**config.mk**
```make
export PLATFORM = sky130hd
export DESIGN_NAME = pe_port_arbiter
export DESIGN_NICKNAME = d
export VERILOG_FILES = /design/src/rtl/pe_port_arbiter_pkg.sv /design/src/rtl/pe_port_arbiter_fifo2.sv /design/src/rtl/pe_port_arbiter.sv
export SDC_FILE = /design/constraint.sdc
export NUM_CORES = 1
export LEC_CHECK = 0
export CORE_AREA = 5 5 120 99
export CTS_CLUSTER_SIZE = 30
export DETAILED_ROUTE_END_ITERATION = 10
export DIE_AREA = 0 0 125 104
export GPL_TIMING_DRIVEN = 1
export PLACE_DENSITY_LB_ADDON = 0.1
export SLEW_MARGIN = 10
export SYNTH_ARGS = -nofsm -noshare
export SYNTH_HDL_FRONTEND = slang
export SYNTH_SLANG_ARGS = --single-unit
```
**constraint.sdc**
```tcl
create_clock -name CLK -period 5.7 [get_ports CLK]
set_clock_uncertainty 0.15 [all_clocks]
set_input_delay 1.71 -clock CLK [delete_from_list [all_inputs] [get_ports CLK]]
set_output_delay 1.71 -clock CLK [all_outputs]
set_load 0.05 [all_outputs]
```
**src/rtl/pe_port_arbiter_pkg.sv**
```systemverilog
// pe_port_arbiter_pkg
// Shared types and helpers for the PE output-port arbiter.
//   arbState_t  : arbiter FSM states (IDLE, GRANT)
//   BURST_CNT_W : width of the per-grant burst counter
//   MAX_REQ     : largest requester count the round-robin helper handles
//   rrNextValid : first valid requester at or above a start pointer, with wrap

package pe_port_arbiter_pkg;

  typedef enum logic {
    IDLE  = 1'b0,
    GRANT = 1'b1
  } arbState_t;

  localparam int BURST_CNT_W = 4;
  localparam int MAX_REQ     = 16;

  // Walks the requesters starting at startPtr and wrapping at numReq, and
  // returns the first index whose valid bit is set. When nothing is valid the
  // start pointer is returned, and callers only use the result when at least
  // one requester is valid.
  function automatic logic [3:0] rrNextValid(
    input logic [MAX_REQ-1:0] valid,
    input logic [3:0]         startPtr,
    input int                 numReq
  );
    logic [3:0] result;
    logic       found;
    int         idx;
    result = startPtr;
    found  = 1'b0;
    for (int k = 0; k < MAX_REQ; k++) begin
      idx = (int'(startPtr) + k) % numReq;
      if ((k < numReq) && !found && valid[idx]) begin
        result = 4'(idx);
        found  = 1'b1;
      end
    end
    return result;
  endfunction

endpackage

```
**src/rtl/pe_port_arbiter_fifo2.sv**
```systemverilog
// FIFO2
// Two-entry FIFO with registered head output.
//   CLK     : clock
//   RST     : synchronous reset, active low
//   D_IN    : data to enqueue
//   ENQ     : enqueue request
//   FULL_N  : high when at least one entry is free
//   D_OUT   : head entry
//   DEQ     : dequeue request, ignored while empty
//   EMPTY_N : high when the head is valid
//   CLR     : synchronous clear, active high

module FIFO2 #(
  parameter int WIDTH = 32
) (
  input  logic             CLK,
  input  logic             RST,
  input  logic [WIDTH-1:0] D_IN,
  input  logic             ENQ,
  output logic             FULL_N,
  output logic [WIDTH-1:0] D_OUT,
  input  logic             DEQ,
  output logic             EMPTY_N,
  input  logic             CLR
);

  logic [WIDTH-1:0] r_data0;
  logic [WIDTH-1:0] r_data1;
  logic [1:0]       r_count;
  logic             w_doDeq;
  logic             w_doEnq;

  // A dequeue only happens when there is something to remove. An enqueue is
  // accepted when a slot is free, or when the FIFO is full but the head is
  // leaving in the same cycle, so a full FIFO can pass data straight through.
  always_comb begin
    w_doDeq = DEQ && (r_count != 2'd0);
    w_doEnq = ENQ && ((r_count != 2'd2) || w_doDeq);
  end

  // r_data0 is always the head. With two entries present, a dequeue shifts
  // r_data1 forward and any simultaneous enqueue lands in the freed slot.
  always_ff @(posedge CLK) begin
    if (!RST || CLR) begin
      r_count <= 2'd0;
    end else begin
      case (r_count)
        2'd0: begin
          if (w_doEnq) begin
            r_data0 <= D_IN;
            r_count <= 2'd1;
          end
        end
        2'd1: begin
          case ({w_doEnq, w_doDeq})
            2'b11: r_data0 <= D_IN;
            2'b10: begin
              r_data1 <= D_IN;
              r_count <= 2'd2;
            end
            2'b01: r_count <= 2'd0;
            default: r_count <= r_count;
          endcase
        end
        default: begin
          case ({w_doEnq, w_doDeq})
            2'b11: begin
              r_data0 <= r_data1;
              r_data1 <= D_IN;
            end
            2'b01: begin
              r_data0 <= r_data1;
              r_count <= 2'd1;
            end
            default: r_count <= r_count;
          endcase
        end
      endcase
    end
  end

  assign D_OUT   = r_data0;
  assign EMPTY_N = (r_count != 2'd0);
  assign FULL_N  = (r_count != 2'd2);

endmodule

```
**src/rtl/pe_port_arbiter.sv**
```systemverilog
// pe_port_arbiter
// Round-robin arbiter sharing one router injection port among NUM_REQ PE
// output ports. A grant lasts up to MAX_BURST flits; granted flits are
// buffered in a two-entry FIFO in front of the router.
//   CLK               : clock
//   RST               : synchronous reset, active high
//   req_dataIn        : requester flits, requester i at [i*WIDTH +: WIDTH]
//   req_dataValid     : requester i has a flit
//   req_dataDeq       : one-hot or zero, flit of requester i consumed
//   outport_dataOut   : head of the output FIFO
//   outport_dataValid : output FIFO not empty
//   outport_dataDeq   : downstream consumes the head this cycle
//   grant_owner       : index of the current owner
//   busy              : a grant is active

module pe_port_arbiter
  import pe_port_arbiter_pkg::*;
#(
  parameter int NUM_REQ   = 4,
  parameter int WIDTH     = 32,
  parameter int MAX_BURST = 4
) (
  input  logic                       CLK,
  input  logic                       RST,
  input  logic [NUM_REQ*WIDTH-1:0]   req_dataIn,
  input  logic [NUM_REQ-1:0]         req_dataValid,
  output logic [NUM_REQ-1:0]         req_dataDeq,
  output logic [WIDTH-1:0]           outport_dataOut,
  output logic                       outport_dataValid,
  input  logic                       outport_dataDeq,
  output logic [$clog2(NUM_REQ)-1:0] grant_owner,
  output logic                       busy
);

  localparam int OWNER_W = $clog2(NUM_REQ);

  arbState_t              r_state;
  arbState_t              w_stateNext;
  logic [OWNER_W-1:0]     r_owner;
  logic [OWNER_W-1:0]     w_ownerNext;
  logic [BURST_CNT_W-1:0] r_burstCnt;
  logic [BURST_CNT_W-1:0] w_burstCntNext;
  logic [BURST_CNT_W-1:0] w_burstInc;
  logic [OWNER_W-1:0]     r_rrPtr;
  logic [OWNER_W-1:0]     w_rrPtrNext;
  logic [OWNER_W-1:0]     w_releasePtr;
  logic [OWNER_W-1:0]     w_selIdx;
  logic [MAX_REQ-1:0]     w_validPad;
  logic [NUM_REQ-1:0]     w_deq;
  logic                   w_enq;
  logic [WIDTH-1:0]       w_ownerData;
  logic                   w_ownerValid;
  logic                   w_fifoNotFull;
  logic                   w_fifoNotEmpty;
  logic [WIDTH-1:0]       w_fifoData;

  // Pick out the owner's flit and valid bit with an explicit compare per
  // requester, which stays in range for non-power-of-two NUM_REQ.
  always_comb begin
    w_ownerData  = '0;
    w_ownerValid = 1'b0;
    for (int i = 0; i < NUM_REQ; i++) begin
      if (r_owner == OWNER_W'(i)) begin
        w_ownerData  = req_dataIn[i*WIDTH +: WIDTH];
        w_ownerValid = req_dataValid[i];
      end
    end
  end

  // Round-robin candidate for the next grant, plus the pointer value that a
  // release leaves behind (the requester just after the current owner).
  always_comb begin
    w_validPad                = '0;
    w_validPad[NUM_REQ-1:0]   = req_dataValid;
    w_selIdx                  = OWNER_W'(rrNextValid(w_validPad, 4'(r_rrPtr), NUM_REQ));
    w_releasePtr              = (r_owner == OWNER_W'(NUM_REQ - 1)) ? '0 : r_owner + OWNER_W'(1);
    w_burstInc                = r_burstCnt + BURST_CNT_W'(1);
  end

  // Arbiter next-state logic. IDLE spends one cycle choosing an owner. GRANT
  // moves one flit per cycle while the owner is valid and the FIFO has room,
  // holds everything while the FIFO is full, and gives the port up after
  // MAX_BURST flits or as soon as the owner runs dry. The handshake back to
  // the PEs never looks at outport_dataDeq, so there is no combinational path
  // from the router side to the PE side.
  always_comb begin
    w_stateNext    = r_state;
    w_ownerNext    = r_owner;
    w_burstCntNext = r_burstCnt;
    w_rrPtrNext    = r_rrPtr;
    w_deq          = '0;
    w_enq          = 1'b0;
    case (r_state)
      IDLE: begin
        if (|req_dataValid) begin
          w_stateNext    = GRANT;
          w_ownerNext    = w_selIdx;
          w_burstCntNext = '0;
        end
      end
      GRANT: begin
        if (!w_ownerValid) begin
          w_stateNext = IDLE;
          w_rrPtrNext = w_releasePtr;
        end else if (w_fifoNotFull) begin
          w_deq          = NUM_REQ'(1) << r_owner;
          w_enq          = 1'b1;
          w_burstCntNext = w_burstInc;
          if (w_burstInc == BURST_CNT_W'(MAX_BURST)) begin
            w_stateNext = IDLE;
            w_rrPtrNext = w_releasePtr;
          end
        end
      end
      default: w_stateNext = IDLE;
    endcase
  end

  // State registers. Reset abandons any partial burst and restarts the
  // round-robin search at requester 0.
  always_ff @(posedge CLK) begin
    if (RST) begin
      r_state    <= IDLE;
      r_owner    <= '0;
      r_burstCnt <= '0;
      r_rrPtr    <= '0;
    end else begin
      r_state    <= w_stateNext;
      r_owner    <= w_ownerNext;
      r_burstCnt <= w_burstCntNext;
      r_rrPtr    <= w_rrPtrNext;
    end
  end

  // The output FIFO is cleared by the same reset, so nothing accepted before
  // reset is forwarded afterwards.
  FIFO2 #(
    .WIDTH (WIDTH)
  ) u_outFifo (
    .CLK     (CLK),
    .RST     (~RST),
    .D_IN    (w_ownerData),
    .ENQ     (w_enq),
    .FULL_N  (w_fifoNotFull),
    .D_OUT   (w_fifoData),
    .DEQ     (outport_dataDeq && w_fifoNotEmpty),
    .EMPTY_N (w_fifoNotEmpty),
    .CLR     (1'b0)
  );

  // Outputs are forced quiet while reset is held so a PE never loses a flit
  // into a FIFO that is about to be wiped.
  assign req_dataDeq       = RST ? '0 : w_deq;
  assign outport_dataOut   = w_fifoData;
  assign outport_dataValid = w_fifoNotEmpty && !RST;
  assign grant_owner       = RST ? '0 : r_owner;
  assign busy              = (r_state == GRANT) && !RST;

endmodule

```
## After elaboration in Yosys (flattened, before gate mapping)

Index checks and enable logic that the tools add are counted.

- Output and inout bits: 40
- Register bits: 75

- Add/sub/neg operators: 5
- Shift-type cells: 1
- Magnitude comparators: 4
- Bitwise operators: 6
- Reduce and logical (&&, ||, !) cells: 30
- Muxes and demuxes: 56
- Eq/ne operators: 18

Operator list:

| kind | number |
|---|---|
| $mux W32 | 8 |
| $pmux W32 S2 | 2 |
| $mux W4 | 7 |
| $mux W1 | 21 |
| $mux W2 | 10 |
| $lt A3 B6 Y1 const B | 3 |
| $ne A2 B1 Y1 const B | 5 |
| $bmux W1 S3 | 3 |
| $reduce_and A3 Y1 | 3 |
| $eq A2 B2 Y1 const B | 4 |
| $logic_and A1 B1 Y1 | 8 |
| $ne A2 B2 Y1 const B | 4 |
| $pmux W2 S2 | 2 |
| $pmux W4 S2 | 1 |
| $reduce_and A4 Y1 | 2 |
| $reduce_or A2 Y1 | 4 |
| $eq A2 B1 Y1 const B | 3 |
| $reduce_bool A3 Y1 | 2 |
| $lt A2 B5 Y1 const B | 1 |
| $add A2 B1 Y2 const B | 2 |
| $add A2 B2 Y2 const B | 2 |
| $add A4 B1 Y4 const B | 1 |
| $eq A4 B3 Y1 const B | 1 |
| $logic_not A1 Y1 | 4 |
| 11 further kinds | 17 |

## Depth between registers and ports, before layout

- Depth in word-level cells: 14
- Mapped depth: 8
- Mapped depth without buffers: 6

## Hierarchy

From an unflattened synthesis, not the netlist that was laid out.

- Cell total of the unflattened synthesis: 390
- Area, all modules: 4,082.7 um^2

Modules (own cells, without submodules):

| module | sequential area each (um^2) | cells an instance | instances | area each (um^2) |
|---|---|---|---|---|
| FIFO2 | 1,961.9 | 119 | 1 | 2,493.6 |
| pe_port_arbiter | 180.2 | 271 | 1 | 1,589.0 |

## Worst setup path before layout

OpenSTA, ideal clock, no wires.

- Path type: input port to flip-flop
- From: input req_dataValid[1]
- To: register u_outFifo.r_data1[0], enable pin
- Data required time: 5,049 ps
- Path slack: -281 ps
- Arrival: 5,330 ps
- Stages on the path: 3
- Cells stage by stage: a211oi_1 -> a211o_1 -> nor4_1

- Cells in the longest elaborated chain, start to end: 9
- Elaborated cells between the ends (all ways): 11
- Classes of those cells: eq/ne (3); mux (5); reduce/logical (3)

Ends and longest elaborated chain:

| element | RTL line | text |
|---|---|---|
| from (decl) | pe_port_arbiter.sv:26 | `input logic [NUM_REQ-1:0] req_dataValid,` |
| $mux W1 * (3 in series) | pe_port_arbiter.sv:63 | `if (r_owner == OWNER_W'(i)) begin` |
| $mux W1 * | pe_port_arbiter.sv:102 | `if (!w_ownerValid) begin` |
| $mux W1 * | pe_port_arbiter.sv:93 | `case (r_state)` |
| $logic_and A1 B1 Y1 * | pe_port_arbiter_fifo2.sv:38 | `w_doEnq = ENQ && ((r_count != 2'd2) \|\| w_doDeq);` |
| $eq A2 B2 Y1 (on tied branches) | pe_port_arbiter_fifo2.sv:55, pe_port_arbiter_fifo2.sv:66 |  |
| $ne A2 B2 Y1 (no source line) or $reduce_bool A2 Y1 (tied branches) | - |  |
| $reduce_and A4 Y1 (no source line) * | - |  |
| to (signal assigned) | pe_port_arbiter_fifo2.sv:58 | `r_data1 <= D_IN;` |
| to (signal assigned) | pe_port_arbiter_fifo2.sv:69 | `r_data1 <= D_IN;` |
| to (decl) | pe_port_arbiter_fifo2.sv:28 | `logic [WIDTH-1:0] r_data1;` |

Every way passes the cells marked *; elsewhere a longest branch is shown, timed or not.
A chain may end at the register's enable or synchronous reset.

## Final worst setup path

- From: input req_dataValid[1]
- To: output req_dataDeq[1]

- Cells in the longest elaborated chain, start to end: 6

Ends and longest elaborated chain:

| element | RTL line | text |
|---|---|---|
| $mux W1 (3 in series) | pe_port_arbiter.sv:63 |  |
| $mux W4 | pe_port_arbiter.sv:102 |  |
| $mux W4 | pe_port_arbiter.sv:93 |  |
| $mux W4 | pe_port_arbiter.sv:153 | `assign req_dataDeq = RST ? '0 : w_deq;` |
| to (decl) | pe_port_arbiter.sv:27 | `output logic [NUM_REQ-1:0] req_dataDeq,` |

No other way between the ends.

==> flow_metrics.env <==
export IMPL_max_freq_mhz=185
export IMPL_syn_area_mm2=0.00404
export IMPL_hold_buffers=0
export IMPL_status="complete, no violations"
export IMPL_wl_per_cell_um=17.2
export IMPL_grt_total_usage=0.172
export IMPL_max_slew_margin=0.385
export IMPL_setup_ws_ns=0.305
export IMPL_place_congestion=0.857
export IMPL_r2r_end="u_outFifo.D_OUT[4]$_DFFE_PP_"
export IMPL_seq_area_frac_synth=0.531
export IMPL_fin_crit_ns=5.40
export IMPL_synth_edf_count=64
export IMPL_crit_path_end="req_dataDeq[1]"
export IMPL_die_area_mm2=0.0130
export IMPL_synth_distinct_cells=41
export IMPL_routed_via_density=5.18
export IMPL_drt_pass1_iterations=5
export IMPL_hpwl_um=8290
export IMPL_post_route_period_util=0.947
export IMPL_hold_path_class="reg -> reg"
export IMPL_yosysTopAreaCellShare=0.476
export IMPL_grt_pass1_wl_um=18300
export IMPL_startpoint="req_dataValid[1]"
export IMPL_tns_ns=0
export IMPL_synthArstFlopShare=0
export IMPL_drc=0
export IMPL_dr_first_iter_drc_count=175
export IMPL_first_global_vias=3512
export IMPL_worst_ep_required_time_ns=3.84
export IMPL_ys_ff_latch=75
export IMPL_grt_setup_unrepaired="no"
export IMPL_yosysTopAreaCell="edfxtp_1"
export IMPL_path_class="in -> out"
export IMPL_post_cts_resized=0
export IMPL_initial_core_util=0.381
export IMPL_pin_count=175
export IMPL_die_y_um=104
export IMPL_cts_tree="built"
export IMPL_ys_top_cells_by_area="edfxtp_1 48%, mux2_2 9.2%, a221oi_1 7.2%"
export IMPL_cts_setup_buffers=0
export IMPL_fp_dieW_um=125
export IMPL_rr_worst_depth=6
export IMPL_synth_avg_cell_area_um2=11.5
export IMPL_r2r_setup_slack_ns=2.29
export IMPL_coreArea_mm2=0.0106
export IMPL_cts_max_level=3
export IMPL_cts_sinks=75
export IMPL_worstHoldStart="r_burstCnt[3]$_SDFFE_PP0P_"
export IMPL_r2r_start="r_owner[1]$_SDFFE_PP0P_"
export IMPL_nets=653
export IMPL_worst_slew_pin_slew_ns=0.922
export IMPL_antenna_found_initial=0
export IMPL_layout_drive_gt1_share=0.130
export IMPL_num_vias=3427
export IMPL_power_leakage_nw=2.08
export IMPL_endpoint_kind="output port"
export IMPL_path_max_fanout=8
export IMPL_ys_warn_count=0
export IMPL_maxCapViolCount=0
export IMPL_p_per_area_mw_per_mm2=277
export IMPL_final_cell_area_mm2=0.00623
export IMPL_maxSlewViolCount=0
export IMPL_clock_path_buffers=2
export IMPL_synth_nets=491
export IMPL_clock_latency_ns=0.32
export IMPL_startpoint_type="primary input"
export IMPL_hold_ws_ns=0.335
export IMPL_area_growth_pct=54.4
export IMPL_rows=34
export IMPL_ir_worst_vdd_mv=0.161
export IMPL_pre_cts_ws_ns=0.318
export IMPL_portBuffers=174
export IMPL_insertedDiodeCount=0
export IMPL_cts_root_buf="clkbuf_16"
export IMPL_grt_ovfl_total=0
export IMPL_synth_main_ff_cell="edfxtp_1"
export IMPL_clk_pin_slew_ns=0.06
export IMPL_grt_max_degree=41
export IMPL_hold_violations=0
export IMPL_ant_nets=0
export IMPL_cp_arrival_ns=3.54
export IMPL_setup_viol=0
export IMPL_dpl_cell_area_mm2=0.00594
export IMPL_wirelength_um=11400
export IMPL_cts_made_buffers=9
export IMPL_syn_inst=350
[worst max-delay path, stage by stage]
cell	delay (ns)
clkdlybuf4s50_1	0.54
a211oi_1	0.11
a211o_1	0.46
nor3_1	0.34
and2_1	0.23
buf_12	0.15
[logic make-up after synthesis]
family | Yosys count | share of synthesized area
simple gates | 111 | 0.144
compound gates | 85 | 0.168
fa+ha+maj | 6 | 0.0186
flops | 75 | 0.531
buf+inv | 36 | 0.0366
mux | 35 | 0.0970
xor+xnor | 2 | 0.00434
[layer usage]
metal,vias up,wire length [um],global-route usage
li1,1683,-,-
met1,1588,5030,0.227
met2,143,5200,0.266
met3,13,984,0.0637
met4,0,138,0.0495
met5,-,0,0
[report_power, final]
group	internal [mW]	switching (mW)
Clock	0.337	0.212
Sequential	0.659	0.0151
Combinational	0.246	0.258
[flip-flops by register name (all words and copies together) (netlist names)]
name,cells
u_outFifo.D_OUT,32
r_rrPtr,2
r_state,1
r_burstCnt,4
r_owner,2
u_outFifo.r_data1,32
u_outFifo.r_count,2
[area by class of cell]
cell class / count / area, um^2
repair buffers: 180 / 1820
multi-input cells: 239 / 1770
clock buffers: 9 / 225
inverters: 7 / 26.3
flip-flops and latches: 75 / 2140
well taps: 144 / 180
fillers: 889 / 4360
clock inverters: 7 / 67.6
[synthesized netlist by cell type (2+ instances only)]
| master | n |
|---|---|
| edfxtp_1 | 64 |
| nand2_1 | 41 |
| nor2b_1 | 36 |
| a221oi_1 | 33 |
| mux2_2 | 33 |
| o31ai_1 | 32 |
| clkbuf_1 | 22 |
| dfxtp_1 | 11 |
| nor2_1 | 10 |
| inv_1 | 7 |
| ha_1 | 6 |
| a211oi_1 | 5 |
| nor3_1 | 5 |
| and2_1 | 4 |
| buf_2 | 4 |
| a21oi_1 | 3 |
| nand3_1 | 3 |
| nor3b_1 | 3 |
| buf_1 | 2 |
| mux2i_1 | 2 |
| nand2b_1 | 2 |
| o2111ai_1 | 2 |
| or4_1 | 2 |
[stage by stage]
step            util  std cells  power [mW]
2_1_floorplan      -        350       0.991
3_3_place_gp   0.561        645        1.18
3_5_place_dp   0.561        645        1.19
4_1_cts        0.588        661        1.75
5_1_grt        0.588        661        1.81
6_report       0.588        661        1.73
[worst min path at each step]
stage                                       to  slack, ns  cells past startpoint
finish              r_burstCnt[3]$_SDFFE_PP0P_       0.33                      2
global route        r_burstCnt[3]$_SDFFE_PP0P_       0.36                      2
CTS                 r_burstCnt[3]$_SDFFE_PP0P_       0.34                      2
detailed placement  r_burstCnt[3]$_SDFFE_PP0P_       0.33                      2
global placement    r_burstCnt[3]$_SDFFE_PP0P_       0.34                      2
floorplan           r_burstCnt[3]$_SDFFE_PP0P_       0.31                      2
[placed cells by master (no fill, tap or decap), types with 2 or more instances in the layout]
cell / synthesis / layout
nor3b_1: 3 / 3
edfxtp_1: 64 / 64
o31ai_1: 32 / 32
inv_1: 7 / 7
mux2_2: 33 / 33
dfxtp_1: 11 / 10
nand3_1: 3 / 3
mux2i_1: 2 / 2
clkinvlp_4: 0 / 2
nand2_1: 41 / 41
a21oi_1: 3 / 3
clkinv_2: 0 / 2
clkdlybuf4s50_1: 0 / 168
a211oi_1: 5 / 5
nand2b_1: 2 / 2
ha_1: 6 / 4
ha_2: 0 / 2
buf_12: 0 / 4
a221oi_1: 33 / 33
or4_1: 2 / 2
nor2_1: 10 / 10
nor2b_1: 36 / 35
o2111ai_1: 2 / 2
nor3_1: 5 / 5
and2_1: 4 / 4
buf_4: 0 / 8
clkbuf_16: 0 / 9
(Power assumes the default switching activity.)
